File: src/rtl/serial_rx_framer.sv
// rtl/serial_rx_framer.sv - Oversampling serial receiver/framer with a single holding register
//
// Receives LSB-first asynchronous frames (start bit, DATA_BITS data bits,
// optional parity bit, one stop bit) on rx. The line is oversampled at
// CLK_DIV clocks per bit, and each bit is sampled near its middle. A good
// frame is placed in one holding register and offered to the consumer
// through a valid/ready handshake. A bad frame, or a good frame that finds
// the holding register still full, produces a one-cycle status pulse.
//
// Optional feature macro: SERIAL_RX_PARITY_EN
//   defined   - a parity bit follows the data bits and is checked
//               (PARITY_ODD=1 selects odd parity, 0 selects even parity)
//   undefined - there is no parity bit and parity_err is tied low
//
// Parameters:
//   CLK_DIV     clk cycles per bit; must be even and >= 4
//   DATA_BITS   data bits per frame (1..16)
//   PARITY_ODD  parity sense; used only with SERIAL_RX_PARITY_EN
//
// Ports:
//   clk         single clock; all logic runs on posedge
//   rst         synchronous active-high reset
//   rx          asynchronous serial line, idle high
//   data_out    last accepted frame; stable while data_valid is high
//   data_valid  data_out holds an unconsumed frame
//   data_ready  consumer takes data_out when data_valid is also high
//   frame_err   one-cycle pulse: stop bit sampled low
//   parity_err  one-cycle pulse: received parity bit does not match the data
//   overrun     one-cycle pulse: good frame dropped because the holding register is full
//   busy        high whenever the receiver is not idle

module serial_rx_framer #(
    parameter int CLK_DIV    = 96,
    parameter int DATA_BITS  = 8,
    parameter int PARITY_ODD = 0
) (
    input  logic                 clk,
    input  logic                 rst,
    input  logic                 rx,
    output logic [DATA_BITS-1:0] data_out,
    output logic                 data_valid,
    input  logic                 data_ready,
    output logic                 frame_err,
    output logic                 parity_err,
    output logic                 overrun,
    output logic                 busy
);

    // ------------------------------------------------------------------
    // Elaboration-time parameter checks
    // ------------------------------------------------------------------
    if (CLK_DIV < 4 || (CLK_DIV % 2) != 0) begin : g_bad_clk_div
        $error("serial_rx_framer: CLK_DIV must be even and >= 4");
    end

    if (DATA_BITS < 1 || DATA_BITS > 16) begin : g_bad_data_bits
        $error("serial_rx_framer: DATA_BITS must be in 1..16");
    end

    if (PARITY_ODD != 0 && PARITY_ODD != 1) begin : g_bad_parity_odd
        $error("serial_rx_framer: PARITY_ODD must be 0 or 1");
    end

    localparam int CW = $clog2(CLK_DIV);
    localparam int IW = $clog2(DATA_BITS + 1);

    // Counter values at which a bit is sampled: half a bit after the start
    // edge, then one full bit period for each later bit.
    localparam logic [CW-1:0] HALF_LAST = CW'(CLK_DIV / 2 - 1);
    localparam logic [CW-1:0] FULL_LAST = CW'(CLK_DIV - 1);
    localparam logic [IW-1:0] IDX_LAST  = IW'(DATA_BITS - 1);

    typedef enum logic [2:0] {
        S_IDLE,
        S_START,
        S_DATA,
`ifdef SERIAL_RX_PARITY_EN
        S_PARITY,
`endif
        S_STOP
    } state_t;

    state_t               state;
    logic                 rx_meta;
    logic                 rx_s;
    logic [CW-1:0]        cnt;
    logic [IW-1:0]        idx;
    logic [DATA_BITS-1:0] shreg;
    logic [DATA_BITS-1:0] shift_next;

    // Set for one cycle after the stop bit has been sampled; the frame is
    // judged and delivered on that following cycle.
    logic                 frame_done;
    logic                 stop_bit;
    logic                 par_bad;

    // Frames arrive LSB first, so each new bit enters at the MSB and the
    // earlier bits move down; after DATA_BITS samples bit 0 sits at the LSB.
    always_comb begin
        shift_next                = shreg >> 1;
        shift_next[DATA_BITS-1]   = rx_s;
    end

`ifdef SERIAL_RX_PARITY_EN
    localparam logic PAR_ODD = (PARITY_ODD != 0);

    logic par_bit;

    // shreg is untouched between the last data sample and the judgement
    // cycle, so it still holds the complete received word here.
    assign par_bad = par_bit != ((^shreg) ^ PAR_ODD);
`else
    assign par_bad    = 1'b0;
    assign parity_err = 1'b0;
`endif

    always_ff @(posedge clk) begin
        if (rst) begin
            rx_meta    <= 1'b1;
            rx_s       <= 1'b1;
            state      <= S_IDLE;
            cnt        <= '0;
            idx        <= '0;
            shreg      <= '0;
            frame_done <= 1'b0;
            stop_bit   <= 1'b0;
            data_out   <= '0;
            data_valid <= 1'b0;
            frame_err  <= 1'b0;
            overrun    <= 1'b0;
            busy       <= 1'b0;
`ifdef SERIAL_RX_PARITY_EN
            par_bit    <= 1'b0;
            parity_err <= 1'b0;
`endif
        end else begin
            // Two-flop synchronizer; only rx_s is used past this point.
            rx_meta <= rx;
            rx_s    <= rx_meta;

            frame_done <= 1'b0;
            frame_err  <= 1'b0;
            overrun    <= 1'b0;
`ifdef SERIAL_RX_PARITY_EN
            parity_err <= 1'b0;
`endif

            // ---------------- holding register / handshake ----------------
            if (data_valid && data_ready) begin
                data_valid <= 1'b0;
            end

            // A frame landing on the same cycle as an accept overrides the
            // clear above, so data_valid stays high with the new word.
            if (frame_done) begin
                if (!stop_bit) begin
                    frame_err <= 1'b1;
                end else if (par_bad) begin
`ifdef SERIAL_RX_PARITY_EN
                    parity_err <= 1'b1;
`endif
                end else if (data_valid && !data_ready) begin
                    overrun <= 1'b1;
                end else begin
                    data_out   <= shreg;
                    data_valid <= 1'b1;
                end
            end

            // ---------------- bit-level receive FSM ----------------
            case (state)
                S_IDLE: begin
                    cnt <= '0;
                    if (!rx_s) begin
                        state <= S_START;
                        busy  <= 1'b1;
                    end
                end

                S_START: begin
                    if (cnt == HALF_LAST) begin
                        cnt <= '0;
                        idx <= '0;
                        if (rx_s) begin
                            // Line returned high before mid-bit: a glitch, not a start bit.
                            state <= S_IDLE;
                            busy  <= 1'b0;
                        end else begin
                            state <= S_DATA;
                        end
                    end else begin
                        cnt <= cnt + 1'b1;
                    end
                end

                S_DATA: begin
                    if (cnt == FULL_LAST) begin
                        cnt   <= '0;
                        shreg <= shift_next;
                        if (idx == IDX_LAST) begin
                            idx   <= '0;
`ifdef SERIAL_RX_PARITY_EN
                            state <= S_PARITY;
`else
                            state <= S_STOP;
`endif
                        end else begin
                            idx <= idx + 1'b1;
                        end
                    end else begin
                        cnt <= cnt + 1'b1;
                    end
                end

`ifdef SERIAL_RX_PARITY_EN
                S_PARITY: begin
                    if (cnt == FULL_LAST) begin
                        cnt     <= '0;
                        par_bit <= rx_s;
                        state   <= S_STOP;
                    end else begin
                        cnt <= cnt + 1'b1;
                    end
                end
`endif

                S_STOP: begin
                    if (cnt == FULL_LAST) begin
                        cnt        <= '0;
                        stop_bit   <= rx_s;
                        frame_done <= 1'b1;
                        state      <= S_IDLE;
                        busy       <= 1'b0;
                    end else begin
                        cnt <= cnt + 1'b1;
                    end
                end

                default: begin
                    cnt   <= '0;
                    state <= S_IDLE;
                    busy  <= 1'b0;
                end
            endcase
        end
    end

endmodule

File: config.mk
export PLATFORM = sky130hd
export DESIGN_NAME = serial_rx_framer
export DESIGN_NICKNAME = d
export VERILOG_FILES = /design/src/rtl/serial_rx_framer.sv
export SDC_FILE = /design/constraint.sdc
export NUM_CORES = 1
export LEC_CHECK = 0
export BUFFER_PORTS_ARGS = -buffer_cell sky130_fd_sc_hd__buf_2
export CAP_MARGIN = 20
export CORE_MARGIN = 3
export CORE_UTILIZATION = 50
export CTS_CLUSTER_DIAMETER = 200
export DETAILED_ROUTE_END_ITERATION = 6
export GPL_ROUTABILITY_DRIVEN = 0
export PLACE_DENSITY = 0.69
export REMOVE_ABC_BUFFERS = 1
export SYNTH_ARGS = -nofsm -noshare
export SYNTH_HDL_FRONTEND = slang
export SYNTH_SLANG_ARGS = --single-unit
File: constraint.sdc
create_clock -name clk -period 1.9 [get_ports clk]
set_input_delay 0.38 -clock clk [delete_from_list [all_inputs] [get_ports clk]]
set_output_delay 0.38 -clock clk [all_outputs]
set_load 0.01 [all_outputs]
==> summary.md <==
| Metric | Value |
|---|---|
| Critical path destination | `idx[3]$_SDFFE_PP0P_` |
| Worst r2r path cells | `5` |
| Commonest non-fill, non-tap cells in the layout | `dfxtp_1 (36), nand2_1 (22), buf_2 (15)` |
| Max-cap viol count | `0` |
| CTS max path bufs | `2` |
| Final worst path period share | `0.969` |
| Logic pwr share | `0.030` |
| Sw Pwr | `291 uW` |
| Die width | `60.1 um` |
| Min-delay src | `rx` |
| Crit path launch type | `register` |
| Most common cell after layout, fill and taps aside | `dfxtp_1` |
| Flop2flop setup slack | `0.06 ns` |
| PD cells | `755 mW/mm^2` |
| # DRC | `0` |
| Worst path required time | `2.18 ns` |
| First-pass GRT wire length | `4.71 mm` |
| Top_reg_cell synth | `dfxtp_1` |
| HPWL after DPL | `1.91 mm` |
| Finish-stage setup viols | `0` |
| Crit. End Element | `register` |
| Synthesized area | `0.00146 sq mm` |
| Largest net degree at the start of global routing | `24` |
| Worst-Skew Late Latency | `0.34 ns` |
| Total gr overflow | `0` |
| Ys Warns | `0` |
| Max transition margin | `0.671` |
| Syn avg cell area | `9.26 sq um` |
| Sequential-to-total area share from yosys stat | `0.506` |
| Crit Path Max Fanout | `3` |
| Routed Antenna Nets | `0` |
| Clk network pwr share | `0.351` |
| Kind of critical path | `reg2reg` |
| Starting Density | `0.555` |
| 1st-iter DRT viols | `68` |
| Sink Count | `37` |
| Static Leak | `0.615 nW` |
| Hold crit path type | `in2reg` |
| H-tree levels | `2` |
| Sw Ratio | `0.230` |
| CTS root buffer | `clkbuf_4` |
| Worst Tran Pin Value | `0.490 ns` |
| Total CTS buffers | `5` |
| EDFF count, synth | `0` |
| Final hold violation count | `0` |
| Nets | `185` |
| Final Power | `1.27 mW` |
| Core ar. | `0.00264 sq mm` |
| Reg2reg end | `idx[3]$_SDFFE_PP0P_` |
| PortBufs | `15` |
| Count of cell types in the netlist | `37` |
| Via count | `1157` |
| Number of global-route vias before repair | `1085` |
| Num ports | `17` |
| Post-CTS Setup Bufs | `0` |
| Crit. Startpoint | `cnt[0]$_SDFF_PP0_` |
| Clk pin slew, worst setup/hold paths | `0.11 ns` |
| Routed WL | `2.74 mm` |
| Data arrival time of the critical path | `2.12 ns` |
| Status | `finished clean` |
| Crit Reg-Reg Startpoint | `cnt[0]$_SDFF_PP0_` |
| Diode count | `0` |
| Final Util | `0.637` |
| Worst IR Drop VDD | `0.548 mV` |
| Synthesis-to-layout area growth | `14.7%` |
| Die H | `60.1 um` |
| #FFs+latches synth | `37` |
| WL/cell | `13.0 um` |
| Setup TNS | `0 ns` |
| Max Clk Rate | `543 MHz` |
| Initial antenna violation count | `0` |
| Syn Inst Count | `158` |
| Sequential fraction of design power | `0.619` |
| First-pass iteration count of the detailed router | `6` |
| Layout cell share with drive strength beyond 1 | `0.233` |
| Internal | `975 uW` |
| Vias per cell | `5.51` |
| RSZ-0062 raised after global routing | `no` |
| GRT Resource Usage Total | `0.177` |
| Max Slew Vio Count | `0` |
| DIE AREA | `0.00361 sq mm` |
| Asr flop ratio synth | `0` |
| TritonCTS clock tree | `yes` |
| Layout Skew | `0.00634 ns` |
| Hold Buf Count CTS | `0` |
| Row Count | `18` |
| Final Critical Period | `1.84 ns` |
-- stage by stage --
stage                     hold slack (ns)  instance area (sq um)  std cells  setup WS (ns)
after floorplan                     0.389                   1410        147         -0.146
after detailed placement            0.403                   1600        202        0.00886
after global routing                0.189                   1680        210        0.00476
after global placement              0.392                   1600        202         0.0985
final                               0.222                   1680        210         0.0581
after CTS                           0.214                   1660        210        0.00159
-- metal layers --
layer  part of all wire  GRT usage
met5                  0          0
met2               0.50      0.292
met4              0.012     0.0665
met1               0.46      0.197
met3              0.035     0.0842
-- kinds of logic (layout without fill, tap and decap cells) --
group / count (synthesis) / after routing / share of synthesized area
AO/OA/AOI/OAI: 20 / 20 / 0.0821
XOR/XNOR: 5 / 5 / 0.0299
adder cells (fa/ha/maj): 2 / 2 / 0.0171
buffers and inverters: 11 / 33 / 0.0351
flip-flops: 37 / 37 / 0.506
multiplexers: 9 / 9 / 0.0616
other: 1 / 1 / 0.00256
AND/OR/NAND/NOR: 73 / 73 / 0.265
-- synth_stat cells, types with 2 or more instances --
master	n	area, sq um
nand2_1	22	82.6
xnor2_1	3	26.3
mux2i_1	9	90.1
xor2_1	2	17.5
nor3b_1	3	22.5
or2_2	2	12.5
nand3b_1	2	15.0
buf_4	2	15.0
clkbuf_1	7	26.3
nand2b_1	3	18.8
dfxtp_1	37	741
a21oi_1	13	65.1
nand3_1	5	25.0
ha_1	2	25.0
nor2_1	13	48.8
nand4b_1	3	26.3
and3_1	2	12.5
nor3_1	9	45.0
-- state kept, by name, indices dropped and copies added, names as in the netlist --
signal,count
busy,1
cnt,7
data_out,8
data_valid,1
frame_done,1
frame_err,1
idx,4
overrun,1
rx_meta,1
rx_s,1
shreg,8
state,2
stop_bit,1
-- worst max-delay path: stages, from the launching register on --
cell and delay [ns]:
dfxtp_2 0.35, ha_2 0.19, nand3_2 0.08, or4b_1 0.53, or4_4 0.52, o22ai_2 0.12
-- power groups by stage --
stage / registers (mW) / logic [mW] / clock network, mW
CTS: 0.784 / 0.0374 / 0.459
global route: 0.786 / 0.0424 / 0.509
finish: 0.784 / 0.0374 / 0.444
detailed placement: 0.802 / 0.0370 / 0
global placement: 0.802 / 0.0360 / 0
floorplan: 0.803 / 0.0122 / 0
-- how the worst min path moves through the flow --
stage,endpoint,slack (ns),depth (start not counted)
after floorplan,rx_s$_SDFF_PP1_,0.39,1
after global placement,rx_s$_SDFF_PP1_,0.39,1
after global routing,rx_meta$_SDFF_PP1_,0.19,2
after CTS,rx_meta$_SDFF_PP1_,0.21,2
final,rx_meta$_SDFF_PP1_,0.22,2
after detailed placement,rx_s$_SDFF_PP1_,0.40,1
-- layout make-up --
cell class / count / area [sq um]
sequential: 37 / 742
clock inverter: 2 / 13.8
clock buffer: 6 / 51.3
tap: 30 / 37.5
multi-input combinational: 110 / 683
timing repair buffer: 25 / 150
fill: 235 / 957
-- timing repair --
| item | CTS | global route |
|---|---|---|
| endpoints found under the setup margin | 0 | 2 |
| endpoints found under the hold margin | 0 | 0 |
| gates resized for setup | 0 | 4 |
(Power assumes the default switching activity.)
